[src/rtl/fibo_result_fifo.sv]
// Result buffer behind the Fibonacci generator: FWFT FIFO with a valid/ready sink,
// occupancy flags and a sticky, saturating drop counter for pushes lost while full.
module fibo_result_fifo #(
  parameter int DATA_W = 16,
  parameter int DEPTH  = 8,
  parameter int ADDR_W = 3,
  parameter int DROP_W = 8
) (
  input  logic              clk,
  input  logic              reset,
  input  logic              Fibo_valid,
  input  logic [DATA_W-1:0] Fibo_out,
  output logic              out_valid,
  output logic [DATA_W-1:0] out_data,
  input  logic              out_ready,
  output logic [ADDR_W:0]   count,
  output logic              full,
  output logic              empty,
  output logic              overflow,
  output logic [DROP_W-1:0] drop_cnt,
  input  logic              ovf_clr
);

  logic [DATA_W-1:0] mem [DEPTH];
  logic [ADDR_W:0]   wr_ptr, rd_ptr;
  logic              pop, push, drop;

  // Pointers carry one extra wrap bit so full and empty are distinguishable.
  assign count     = wr_ptr - rd_ptr;
  assign empty     = (wr_ptr == rd_ptr);
  assign full      = (wr_ptr[ADDR_W-1:0] == rd_ptr[ADDR_W-1:0]) &&
                     (wr_ptr[ADDR_W] != rd_ptr[ADDR_W]);
  assign out_valid = ~empty;
  assign out_data  = empty ? '0 : mem[rd_ptr[ADDR_W-1:0]];

  // A pop frees the slot the same cycle, so a full FIFO can still take a push.
  assign pop  = out_valid & out_ready;
  assign push = Fibo_valid & (~full | pop);
  assign drop = Fibo_valid & full & ~pop;

  always_ff @(posedge clk) begin
    if (!reset && push) mem[wr_ptr[ADDR_W-1:0]] <= Fibo_out;
  end

  always_ff @(posedge clk) begin
    if (reset) begin
      wr_ptr <= '0;
      rd_ptr <= '0;
    end else begin
      if (push) wr_ptr <= wr_ptr + 1'b1;
      if (pop)  rd_ptr <= rd_ptr + 1'b1;
    end
  end

  // A drop in the same cycle as a clear restarts the count at one.
  always_ff @(posedge clk) begin
    if (reset) begin
      overflow <= 1'b0;
      drop_cnt <= '0;
    end else if (drop) begin
      overflow <= 1'b1;
      if (ovf_clr)            drop_cnt <= {{(DROP_W-1){1'b0}}, 1'b1};
      else if (drop_cnt != '1) drop_cnt <= drop_cnt + 1'b1;
    end else if (ovf_clr) begin
      overflow <= 1'b0;
      drop_cnt <= '0;
    end
  end

endmodule
[config.mk]
export PLATFORM = sky130hd
export DESIGN_NAME = fibo_result_fifo
export DESIGN_NICKNAME = d
export VERILOG_FILES = /design/src/rtl/fibo_result_fifo.sv
export SDC_FILE = /design/constraint.sdc
export NUM_CORES = 1
export LEC_CHECK = 0
export ABC_CLOCK_PERIOD_IN_PS = 3050
export BUFFER_PORTS_ARGS = -buffer_cell sky130_fd_sc_hd__clkbuf_2
export CORE_MARGIN = 3
export CORE_UTILIZATION = 55
export CTS_BUF_LIST = sky130_fd_sc_hd__clkbuf_8
export DETAILED_ROUTE_END_ITERATION = 7
export HOLD_SLACK_MARGIN = 0.1
export PLACE_DENSITY_LB_ADDON = 0.1
export SETUP_SLACK_MARGIN = 0.4
export SLEW_MARGIN = 20
export SYNTH_ARGS = -nofsm -noshare
export SYNTH_HDL_FRONTEND = slang
export SYNTH_SLANG_ARGS = --single-unit
[constraint.sdc]
create_clock -name clk -period 3.05 [get_ports clk]
set_input_delay 0.1525 -clock clk [delete_from_list [all_inputs] [get_ports clk]]
set_output_delay 0.1525 -clock clk [all_outputs]
set_load 0.03 [all_outputs]
# Word level (Yosys, flattened, before mapping)
# Memories as Yosys holds them, arrays and structs flattened. A register that Yosys moved wholly into a read port is not among the register bits.
# Cells that the tools add are included.
# Widths: inputs -> output; s select.
# totals
register_bits,17
mem_bits_rw,128
out_inout_bits,32
wordCells,38
mem_count,1
# memory_table
memory,depth,word_bits,read_ports,rd_clocked_by_memory_dff,wr,line_no,source
mem,8,16,1,1,1,24,logic [DATA_W-1:0] mem [DEPTH];
# op_classes
addsub,4
n_eq_ne,4
mux,11
n_bitwise,8
reduce_logical,6
# ops
op,n
$mux 8,4
$mux 16,1
$add 4x1->4 const B,2
$add 8x1->8 const B,1
$ne 8x8->1 const B,1
$mux 3,2
$and 1x1->1,4
$eq 4x4->1,1
$mux 1,4
$reduce_bool 2->1,2
$sub 4x4->4,1
$eq 3x3->1,1
$not 1->1,3
$logic_and 1x1->1,2
$reduce_and 2->1,1
$logic_not 1->1,1
$ne 1x1->1,1
$or 1x1->1,1

# Depth between registers and ports, before layout
# Gate-level depths: netlist of run 1.
# logic_depth
ltp_word,8
mapped_depth,7

# Least setup slack after synthesis of run 1
# Ideal clock, no wire load.
# synth_timing
kind,flip-flop to flip-flop
start,register rd_ptr[1]
end,"memory mem[1][0], enable pin"
setup_ns,0.409
t_arrival_ns,2.593
path_slack_ns,0.048
stages_incl_launch_ff,7
cell_sequence,dfxtp_1 inv_1 ha_1 nand3_1 o31ai_1 or3_1 nor3_1
# synth_via
elab_chain_len,8
# synth_lines
element,line_no,source
start: declaration,25,"logic [ADDR_W:0] wr_ptr, rd_ptr;"
start signal: assignment,51,if (pop) rd_ptr <= rd_ptr + 1'b1;
$eq 4x4->1 or $eq 3x3->1 (tied branches),"30, 31",
$not 1->1 or $logic_and 1x1->1 (tied branches),"33, 31",
$and 1x1->1 or $not 1->1 (tied branches),"37, 38",
$or 1x1->1 *,38,assign push = Fibo_valid & (~full | pop);
$and 1x1->1 *,38,
$logic_and 1x1->1 *,42,if (!reset && push) mem[wr_ptr[ADDR_W-1:0]] <= Fibo_out;
$mux 1 *,42,
$mux 1 (not written as such) *,42,
end: declaration,24,
# Every way passes the cells marked *; elsewhere a longest branch is shown, timed or not.

# Final worst setup path of run 1
# layout_timing
start,register wr_ptr[2]
end,"memory mem[4][6], enable pin"
# layout_via
elab_chain_len,8
# layout_lines
element,line_no,source
start: declaration,25,
start signal: assignment,50,if (push) wr_ptr <= wr_ptr + 1'b1;
$eq 4x4->1 or $eq 3x3->1 (tied branches),"30, 31",
$not 1->1 or $logic_and 1x1->1 (tied branches),"33, 31",
$and 1x1->1 or $not 1->1 (tied branches),"37, 38",
$or 1x1->1,38,
$and 1x1->1,38,
$logic_and 1x1->1,42,
$mux 1,42,
$mux 1 (not written as such),42,
# Several ways; a longest one is shown, not always the timed one.

==> metrics.md, run 1 <==
| Metric | Value |
|---|---|
| Status | `completed` |
| Rows | `37` |
| IO Port Bufs | `between 50 and 60` |
| Slew Limit Fails | `0` |
| Total Power | `between 4 and 5 mW` |
| I/O pins | `53` |
| Post-synthesis compound-gate area fraction | `around 2.7%` |
| Synthesized area per cell | `17.8 um2` |
| Initial DRC count | `233` |
| Post-Syn Nets | `362` |
| Die X | `110 um` |
| Clk slew on worst S/H paths | `about 80 ps` |
| R2R cell count | `6` |
| Simple-gate share of the synthesized area | `5.95%` |
| Initial antenna violation count | `0` |
| DR vias/cell | `5.63` |
| Core box area | `between 0.01 and 0.015 mm2` |
| Dpl cells | `521` |
| Mux share of post-synthesis cell area | `15.2%` |
| Met2 Usage GRT | `28.0%` |
| Placed inst area | `about 0.0064 mm2` |
| CP max FO | `16` |
| Final Hold Viols | `0` |
| Post-Syn Area | `0.00593 mm2` |
| Power per Cell Area | `676 mW/mm2` |
| HP Class | `in2reg` |
| Final Setup Violations | `0` |
| Grt ovf | `0` |
| Initial Utilization | `57.0%` |
| DRT antenna net count | `0` |
| Startpoint of the worst hold path | `Fibo_valid` |
| RSZ-0062 raised after global routing | `false` |
| Share of cells above drive strength 1 | `a little under a third` |
| Worst skew pair latency | `420 ps` |
| Area growth, synth to finish | `18.5%` |
| Worst setup EP type | `flop` |
| Top Usage Layer GRT | `met1` |
| Synth unique cells | `37` |
| Slew @ Worst Pin | `578 ps` |
| Adder-Cell Fraction of Synth Area | `1.60%` |
| LEAKAGE | `around 2.4 nW` |
| # nets final | `451` |
| FMAX | `404 MHz` |
| Synthesized instance count | `334` |
| # DRC | `0` |
| Path type of the worst setup path | `reg2reg` |
| Final worst setup slack | `573 ps` |
| Crit path arrival time | `2580 ps` |
| N_diodes | `0` |
| Post-synthesis sequential area ratio | `71.5%` |
| Total GRT Usage | `20.4%` |
| Gpl congestion | `0.805` |
| CTS root buffer | `clkbuf_8` |
| Yosys warning count | `0` |
| Critical path required time | `3150 ps` |
| Fin crit period | `~2500 ps` |
| R2r endpoint | `mem[4][6]` |
| MaxCap Viol Count | `0` |
| First-pass GRT wire length | `about 17000 um` |
| Vias in the first global route | `3099` |
| Critical path endpoint | `mem[4][6]` |
| Worst slew margin | `61.0%` |
| Vias | `3223` |
| Final WL | `11200 um` |
| TritonCTS clock tree | `built` |
| Final Instance Count excl. Fillers | `572` |
| Post-route cell area | `~0.007 mm2` |
| VDD IR max | `0.363 mV` |
| Grt met3 use | `around 4.6%` |
| Grt met1 use | `approximately 32%` |
| RR Startpoint | `wr_ptr[2]` |
| Die Span Y | `around 110 um` |
| Dpl ws | `around 640 ps` |
| Final period util | `81.2%` |
| H-tree depth | `4` |
| CP Launch Type | `flop` |
| FF+latch count, synth | `148` |
| DP HPWL | `~7300 um` |
| Multi-input gate area | `roughly 0.0016 mm2` |
| WL per Instance | `19.7 um` |
| Largest net degree at the start of global routing | `33` |
| Worst Setup SP | `wr_ptr[2]` |
| DR pass1 iterations | `4` |
| Clock sink count | `148` |
| Clk_skew | `13.6 ps` |
| Die Footprint | `0.0121 mm2` |
| CTS Buffer Depth | `2` |
| Largest family of logic cells by synthesized area | `multiplexers` |
| Setup TNS | `0 ps` |
| Num CTS Buffers | `17` |
| Layout fillers | `738` |
| Reg area | `between 0.004 and 0.005 mm2` |
| Xor and xnor area share after synthesis | `about 1.6%` |
| Worst R2R Setup Slack | `570 ps` |
==> per-layer routing <==
metal  up-vias  part of all wire [%]
li1       1500                     -
met1      1612                    48
met2       109                    45
met3         2                   7.3
met4         0                  0.36
met5         -                     0
==> critical path, stage by stage, from the launching register on <==
cell and delay [ps]:
dfxtp_1 510, ha_1 340, nand3_1 280, o31ai_1 200, or3_1 420, nor2_1 130
buf_4 270
==> sequential cells by signal, summed over array words and instances, names as in the netlist, named ones only <==
name / cells
mem: 128
drop_cnt: 8
rd_ptr: 4
wr_ptr: 4
overflow: 1
==> synthesized netlist by cell type, drive strengths merged <==
cell type	count	share of area, %
nand4	2	0.21
a41o	1	0.17
a31oi	1	0.11
fa	1	0.34
a21oi	7	0.59
ha	6	1.3
nor3b	1	0.13
xnor2	5	0.74
clkbuf	8	0.51
or2	2	0.21
o21ai	3	0.25
nor2b	1	0.11
or4	3	0.38
a211oi	1	0.13
dfxtp	20	6.7
a21o	2	0.25
nand3	8	0.76
buf	5	0.38
o311ai	2	0.30
nor3	3	0.25
nand4b	1	0.15
o31ai	4	0.51
mux2i	18	3.0
a41oi	1	0.15
o211ai	2	0.25
or3	2	0.21
mux4	32	12
xor2	5	0.86
nand2b	1	0.11
edfxtp	128	65
inv	9	0.57
nand2	5	0.32
nor2	36	2.3
and3	8	0.84
==> what timing repair did <==
item | 4_1_cts | 5_1_grt
setup endpoints to repair | 9 | 9
buffers inserted | 0 | 1
resized for setup | 1 | 0
endpoints found under the hold margin | 131 | 0
hold buffers | 18 | 0
pin swaps | 0 | 1
==> worst min path at each step <==
stage | end | slack, ps | cells after the start
finish | wr_ptr[0] | 180 | 4
CTS | wr_ptr[0] | 140 | 4
global placement | mem[3][0] | 450 | 1
global route | wr_ptr[3] | 180 | 4
detailed placement | overflow | 460 | 2
floorplan | mem[0][0] | 250 | 0
==> report_power, final <==
| part | switching (mW) | leakage, nW | internal [mW] |
|---|---|---|---|
| combinational | 0.603 | 0.906 | 0.396 |
| sequential | 0.0213 | 1.32 | 2.24 |
| clock | 0.696 | 0.198 | 0.800 |
==> through the flow <==
step	hold slack, ps	utilization (%)
finish	177	67.5
detailed placement	460	61.7
floorplan	251	-
global placement	453	61.7
CTS	143	67.3
global route	177	67.5
==> placed cells by master, fill, tap and decap left out, types with 7 or more instances in the layout <==
cell and count:
edfxtp_1 128, clkbuf_2 52, nor2_1 35, mux4_2 32, dfxtp_1 19, mux2i_1 18
dlygate4sd3_1 18, clkbuf_8 17, buf_4 11, inv_1 10, and3_1 8, a21oi_1 7
nand3_1 7
==> area by class of cell <==
| cell class | count | share of cell area, % |
|---|---|---|
| Timing Repair Buffer | 83 | 8.01 |
| Tap cell | 136 | 2.42 |
| Multi-Input combinational cell | 164 | 23.1 |
| Clock inverter | 15 | 2.35 |
| Clock buffer | 17 | 3.33 |
| Inverter | 9 | 0.480 |
| Sequential cell | 148 | 60.4 |
==> cell families after synthesis <==
group | count (synthesis)
flip-flops | 148
AND/OR/NAND/NOR | 73
multiplexers | 50
AO/OA/AOI/OAI | 24
buffers and inverters | 22
XOR/XNOR | 10
adder cells (fa/ha/maj) | 7
No activity file was read; power rests on OpenSTA's default activity.
==> run 2, diff against run 1 <==
Settings changed: ABC_CLOCK_PERIOD_IN_PS 3050 to 2600.
Clock period 3.05 ns to 2.6 ns, I/O delays scaled along.
==> run 2 against run 1 <==
Effect of this change:
- non-clock buffer count grew 10
- clock power rose by 21%
- clock skew is 1.5 ps lower
- sequential power grew 18%
- critical path type is now reg2out
- critical endpoint is now out_data[11]
- largest power group unchanged
- highest routed layer unchanged
==> metrics.md, run 2 (synthesized netlist as in run 1, its figures left out) <==
| Metric | Value |
|---|---|
| Initial Utilization | `57.0% (unchanged)` |
| # nets final | `461 (+2.2%)` |
| Grt ovf | `0 (unchanged)` |
| Final Hold Viols | `0 (unchanged)` |
| HP Class | `in2reg` |
| MaxCap Viol Count | `0 (unchanged)` |
| Status | `completed` |
| Crit path arrival time | `2030 ps (-550 ps)` |
| N_diodes | `0 (unchanged)` |
| Num CTS Buffers | `17 (unchanged)` |
| Initial antenna violation count | `0 (unchanged)` |
| Rows | `37 (unchanged)` |
| RSZ-0062 raised after global routing | `true` |
| Uppermost layer routed | `met4` |
| Final WL | `11900 um (+5.5%)` |
| Setup TNS | `0 ps (unchanged)` |
| Path type of the worst setup path | `reg2out` |
| R2R cell count | `7 (+1)` |
| Slew @ Worst Pin | `468 ps (-110 ps)` |
| Power per Cell Area | `776 mW/mm2 (+15%)` |
| Total GRT Usage | `21.5% (+1.2 points)` |
| WL per Instance | `20.4 um (+3.7%)` |
| CP Launch Type | `flop` |
| Final Setup Violations | `0 (unchanged)` |
| Worst skew pair latency | `430 ps (about the same)` |
| Final period util | `83.0%` |
| WL met1 | `5060 um (-5.5%)` |
| DR pass1 iterations | `4 (unchanged)` |
| WHS Endpoint | `rd_ptr[3]` |
| Slew Limit Fails | `0 (unchanged)` |
| TritonCTS clock tree | `built` |
| Area growth, synth to finish | `25.2%` |
| Critical path required time | `2470 ps (-680 ps)` |
| CP max FO | `8 (-8)` |
| Vias | `3315 (+2.9%)` |
| Fin crit period | `2160 ps` |
| I/O pins | `53 (unchanged)` |
| Worst setup EP type | `output port` |
| Largest net degree at the start of global routing | `33 (unchanged)` |
| Reg area | `0.00426 mm2 (+0.29%)` |
| Clk slew on worst S/H paths | `80 ps (about the same)` |
| Cell Chain, Critical Path | `buf_12 -> mux4_2 -> mux2i_2 -> nor2_1 -> buf_4` |
| CTS Buffer Depth | `2 (unchanged)` |
| Hold path depth | `4 (unchanged)` |
| FMAX | `463 MHz` |
| Metal3 WL | `645 um (-21%)` |
| DR vias/cell | `5.70 (+1.1%)` |
| DRT antenna net count | `0 (unchanged)` |
| Layout fillers | `694 (-6.0%)` |
| Gpl congestion | `0.815 (+1.2%)` |
| Startpoint of the worst hold path | `out_ready` |
| Total Power | `5.76 mW (+21%)` |
| DP HPWL | `7200 um (-1.1%)` |
| Worst path top cell family by delay | `multiplexers` |
| Clk_skew | `12.1 ps (-1.54 ps)` |
| Slowest stage delay, CP | `530 ps (+20 ps)` |
| Commonest non-fill, non-tap cell in the layout | `edfxtp_1` |
| Die Span Y | `110 um (unchanged)` |
| IO Port Bufs | `52 (unchanged)` |
| H-tree depth | `4 (unchanged)` |
| WL met2 | `6030 um (+20%)` |
| CP Buf/Inv Count | `2 (+1)` |
| Clock sink count | `148 (unchanged)` |
| VDD IR max | `0.486 mV (+34%)` |
| Share of cells above drive strength 1 | `36.3% (+5.6 points)` |
| R2r endpoint | `mem[1][12]` |
| Initial DRC count | `217 (-6.9%)` |
| Core box area | `0.0104 mm2 (unchanged)` |
| Most frequent cells in the layout | `edfxtp_1 (128), clkbuf_2 (42), mux4_2 (32)` |
| Worst slew margin | `68.7% (+7.7 points)` |
| Multi-input gate area | `0.00175 mm2 (+7.8%)` |
| LEAKAGE | `2.56 nW (+5.5%)` |
| Die X | `110 um (unchanged)` |
| CTS root buffer | `clkbuf_8` |
| Vias in the first global route | `3444 (+11%)` |
| Worst R2R Setup Slack | `490 ps (-80 ps)` |
| First-pass GRT wire length | `18400 um (+6.2%)` |
| RR Startpoint | `wr_ptr[0]` |
| # DRC | `0 (unchanged)` |
| Slowest CP cell | `mux4_2` |
| Die Footprint | `0.0121 mm2 (unchanged)` |
| Largest register FFs | `128 (unchanged)` |
## run 2: cell count changes in the layout (fill, tap and decap cells not counted), sizes merged
cell and change:
buf +16, clkbuf -6, clkinv -5, clkinvlp -3, dlygate4sd3 +2, inv +6
## run 2: final cells by class
type | instances | area share, %
sequential | 148 | 57.3
multi-input combinational | 164 | 23.5
timing repair buffer | 93 | 10.8
clock buffer | 19 | 3.52
tap | 136 | 2.29
clock inverter | 13 | 2.06
inverter | 9 | 0.455
## run 2: repair_timing
item	CTS	global route
pin swaps	5	4
gates cloned	2	1
buffers inserted	9	1
endpoints found under the hold margin	142	0
hold buffers	20	0
gates resized for setup	8	21
endpoints found under the setup margin	116	46
## run 2: how the worst max path moves through the flow
stage,startpoint,to,slack (ps),cells after the start
floorplan,wr_ptr[0],mem[1][0],400,6
global placement,wr_ptr[2],mem[3][12],400,5
detailed placement,rd_ptr[3],mem[3][8],330,4
CTS,flop,out_data[6],410,4
global route,flop,out_data[11],360,5
finish,flop,out_data[11],440,5
## run 2: routing by layer
metal | vias to the layer above | global-route usage (%)
li1 | 1532 | -
met1 | 1674 | 28.3
met2 | 98 | 35.3
met3 | 11 | 5.05
met4 | 0 | 8.10
met5 | - | 0
## run 2: power breakdown
group          switching, mW  total [mW]  internal, mW
logic                  0.722        1.27         0.551
registers             0.0449        2.67          2.62
clock network          0.824        1.82         0.999
total                   1.59        5.76          4.17
## run 2: worst reg2reg max path: stages (launching register included)
cell	delay, ps
dfxtp_1	390
inv_2	80
ha_4	260
nand3_4	110
o31ai_2	110
or3_4	460
nor3_4	220
buf_12	190
## run 2: per-stage QoR
step	instance area [um2]	util, %	instances	hold WS [ps]	setup WS, ps
final	7430	71.3	582	130	441
after global routing	7430	71.3	582	173	358
after CTS	7370	70.8	580	118	411
after detailed placement	6540	62.8	517	442	330
after global placement	6540	62.8	517	423	396
after floorplan	6070	-	334	229	402
==> run 3, diff against run 2 <==
Settings changed: ABC_CLOCK_PERIOD_IN_PS 2600 to 2200.
Clock period 2.6 ns to 2.2 ns, I/O delays scaled along.
==> run 3 against run 2 <==
Effect of this change:
- clock skew hardly changed
- routed wire length is 12% higher
- sequential cell count stayed put
- sequential share of layout area is 4.5 points lower
- first-iteration DRC count is 18% higher
- hold slack better by 26 ps
- critical path type unchanged
- largest cell class unchanged
==> metrics.md, run 3 (synthesized netlist as in run 1, its figures left out) <==
| Metric | Value |
|---|---|
| Clk slew on worst S/H paths | `80 ps (about the same)` |
| Die X | `110 um (unchanged)` |
| Min Hold Slack | `156 ps (+26.2 ps)` |
| Cell-internal power | `5.24 mW (+25%)` |
| Final Hold Viols | `0 (unchanged)` |
| Num CTS Buffers | `17 (unchanged)` |
| Slew Limit Fails | `0 (unchanged)` |
| First-pass GRT wire length | `20200 um (+9.7%)` |
| Clk_skew | `12.6 ps (+0.500 ps)` |
| Core box area | `0.0104 mm2 (unchanged)` |
| Grt ovf | `0 (unchanged)` |
| Area growth, synth to finish | `36.1%` |
| Initial DRC count | `255 (+18%)` |
| CP Launch Type | `flop` |
| Worst skew pair latency | `440 ps (about the same)` |
| Dpl ws | `145 ps (-185 ps)` |
| LEAKAGE | `2.79 nW (+9.3%)` |
| DR pass1 iterations | `4 (unchanged)` |
| Seq pwr share | `43.3% (-3.0 points)` |
| RSZ-0062 raised after global routing | `true` |
| Clock sink count | `148 (unchanged)` |
| Share of cells above drive strength 1 | `46.3% (+10 points)` |
| TritonCTS clock tree | `built` |
| DP HPWL | `6770 um (-6.1%)` |
| VDD IR max | `0.587 mV (+21%)` |
| Final WL | `13200 um (+12%)` |
| Most frequent cells in the layout | `edfxtp_1 (128), mux4_2 (32), clkbuf_2 (30)` |
| MaxCap Viol Count | `0 (unchanged)` |
| CTS Buffer Depth | `2 (unchanged)` |
| Largest register FFs | `128 (unchanged)` |
| Post-route cell area | `0.00808 mm2 (+8.8%)` |
| Rows | `37 (unchanged)` |
| Vias in the first global route | `3623 (+5.2%)` |
| Commonest non-fill, non-tap cell in the layout | `edfxtp_1` |
| Slew @ Worst Pin | `370 ps (-97.7 ps)` |
| Crit path arrival time | `2030 ps (about the same)` |
| I/O pins | `53 (unchanged)` |
| Final Instance Count excl. Fillers | `611 (+5.0%)` |
| Logic gate share of total power | `28.0% (+5.9 points)` |
| Clock Power Share | `28.7% (-2.9 points)` |
| CP max FO | `8 (unchanged)` |
| HP Class | `in2reg` |
| Gpl congestion | `0.838 (+2.8%)` |
| Worst slew margin | `75.3% (+6.6 points)` |
| Met2 Usage GRT | `38.9% (+3.6 points)` |
| Net Sw Power | `2.03 mW (+28%)` |
| N_diodes | `0 (unchanged)` |
| FMAX | `467 MHz` |
| Critical path required time | `2090 ps (-380 ps)` |
| Path type of the worst setup path | `reg2out` |
| Initial antenna violation count | `0 (unchanged)` |
| Grt met1 use | `31.8% (+3.5 points)` |
| Vias | `3499 (+5.6%)` |
| # nets final | `490 (+6.3%)` |
| Final period util | `97.3%` |
| Largest net degree at the start of global routing | `33 (unchanged)` |
| Final worst setup slack | `60.5 ps (-380 ps)` |
| Worst setup EP type | `output port` |
| Top Usage Layer GRT | `met2` |
| Die Span Y | `110 um (unchanged)` |
| DRT antenna net count | `0 (unchanged)` |
| Placed inst area | `0.00668 mm2 (+2.1%)` |
| Fin crit period | `2140 ps` |
| CTS root buffer | `clkbuf_8` |
| Status | `completed` |
| Post-layout util | `77.6% (+6.3 points)` |
| H-tree depth | `4 (unchanged)` |
| Power per Cell Area | `900 mW/mm2 (+16%)` |
| Dpl cells | `526 (+1.7%)` |
| # DRC | `0 (unchanged)` |
| Initial Utilization | `57.0% (unchanged)` |
| IO Port Bufs | `52 (unchanged)` |
| Final Setup Violations | `0 (unchanged)` |
| DR vias/cell | `5.73 (+0.54%)` |
| Die Footprint | `0.0121 mm2 (unchanged)` |
| WL per Instance | `21.7 um (+6.3%)` |
| Sw Share | `28.0% (+0.36 points)` |
| Grt met3 use | `5.11% (+0.059 points)` |
| Total GRT Usage | `23.9% (+2.3 points)` |
## run 3: changes by cell type in the layout (fill, tap and decap cells not counted), moves of 4 or more
cell      before  now
nor2_2         0    5
dfxtp_1       15   11
buf_2          5    1
inv_4          6    1
clkbuf_2      42   30
nor2_1        30   22
buf_6          2   15
buf_4         11   25
buf_16         2    6
a21oi_1        7    3
buf_8          1   10
inv_1         10    6
clkinv_2       0    4
a21oi_2        0    4
## run 3: final cells by class
class	instances	area, um2
inverter	9	41.3
fill	576	2340
timing repair buffer	122	1340
clock buffer	17	234
clock inverter	15	166
multi-input combinational	164	1860
tap	136	170
sequential	148	4270
## run 3: path summary, 6_finish.rpt
| check | slack (ps) | endpoint | cells past startpoint | startpoint |
|---|---|---|---|---|
| hold / removal | 160 | rd_ptr[3] | 4 | out_ready |
| hold reg to reg | 500 | overflow | 2 | overflow |
| setup / recovery | 60 | out_data[11] | 5 | flop |
| setup reg to reg | 100 | mem[0][10] | 9 | rd_ptr[2] |
## run 3: power groups by stage
stage | logic, mW | clock network [mW] | registers, mW
final | 2.04 | 2.08 | 3.15
after global routing | 2.17 | 2.26 | 3.15
after CTS | 1.88 | 2.12 | 3.15
after detailed placement | 1.35 | 0 | 3.20
after global placement | 1.34 | 0 | 3.20
after floorplan | 0.979 | 0 | 3.19
## run 3: metal layers
layer / share of wire [%] / routed length, um
met5: 0 / 0
met4: 0.60 / 79
met3: 6.7 / 881
met2: 53 / 6990
met1: 40 / 5290
## run 3: per-stage QoR
step	total power [mW]	setup TNS, ps
global placement	4.54	0
detailed placement	4.55	0
global route	7.58	-21.7
CTS	7.15	0
finish	7.27	0
floorplan	4.17	0
## run 3: repair_timing
action | 4_1_cts | 5_1_grt
endpoints found under the hold margin | 146 | 0
gates cloned | 9 | 0
resized for setup | 60 | 82
pin swaps | 10 | 11
setup buffers | 21 | 4
hold buffers | 19 | 0
endpoints found under the setup margin | 152 | 159
## run 3: worst max-delay path, cell delays in order, from the launching register on
cell and delay (ps):
dfxtp_4 440, buf_12 170, mux4_2 540, mux2i_2 200, nor2_1 80, clkbuf_8 160
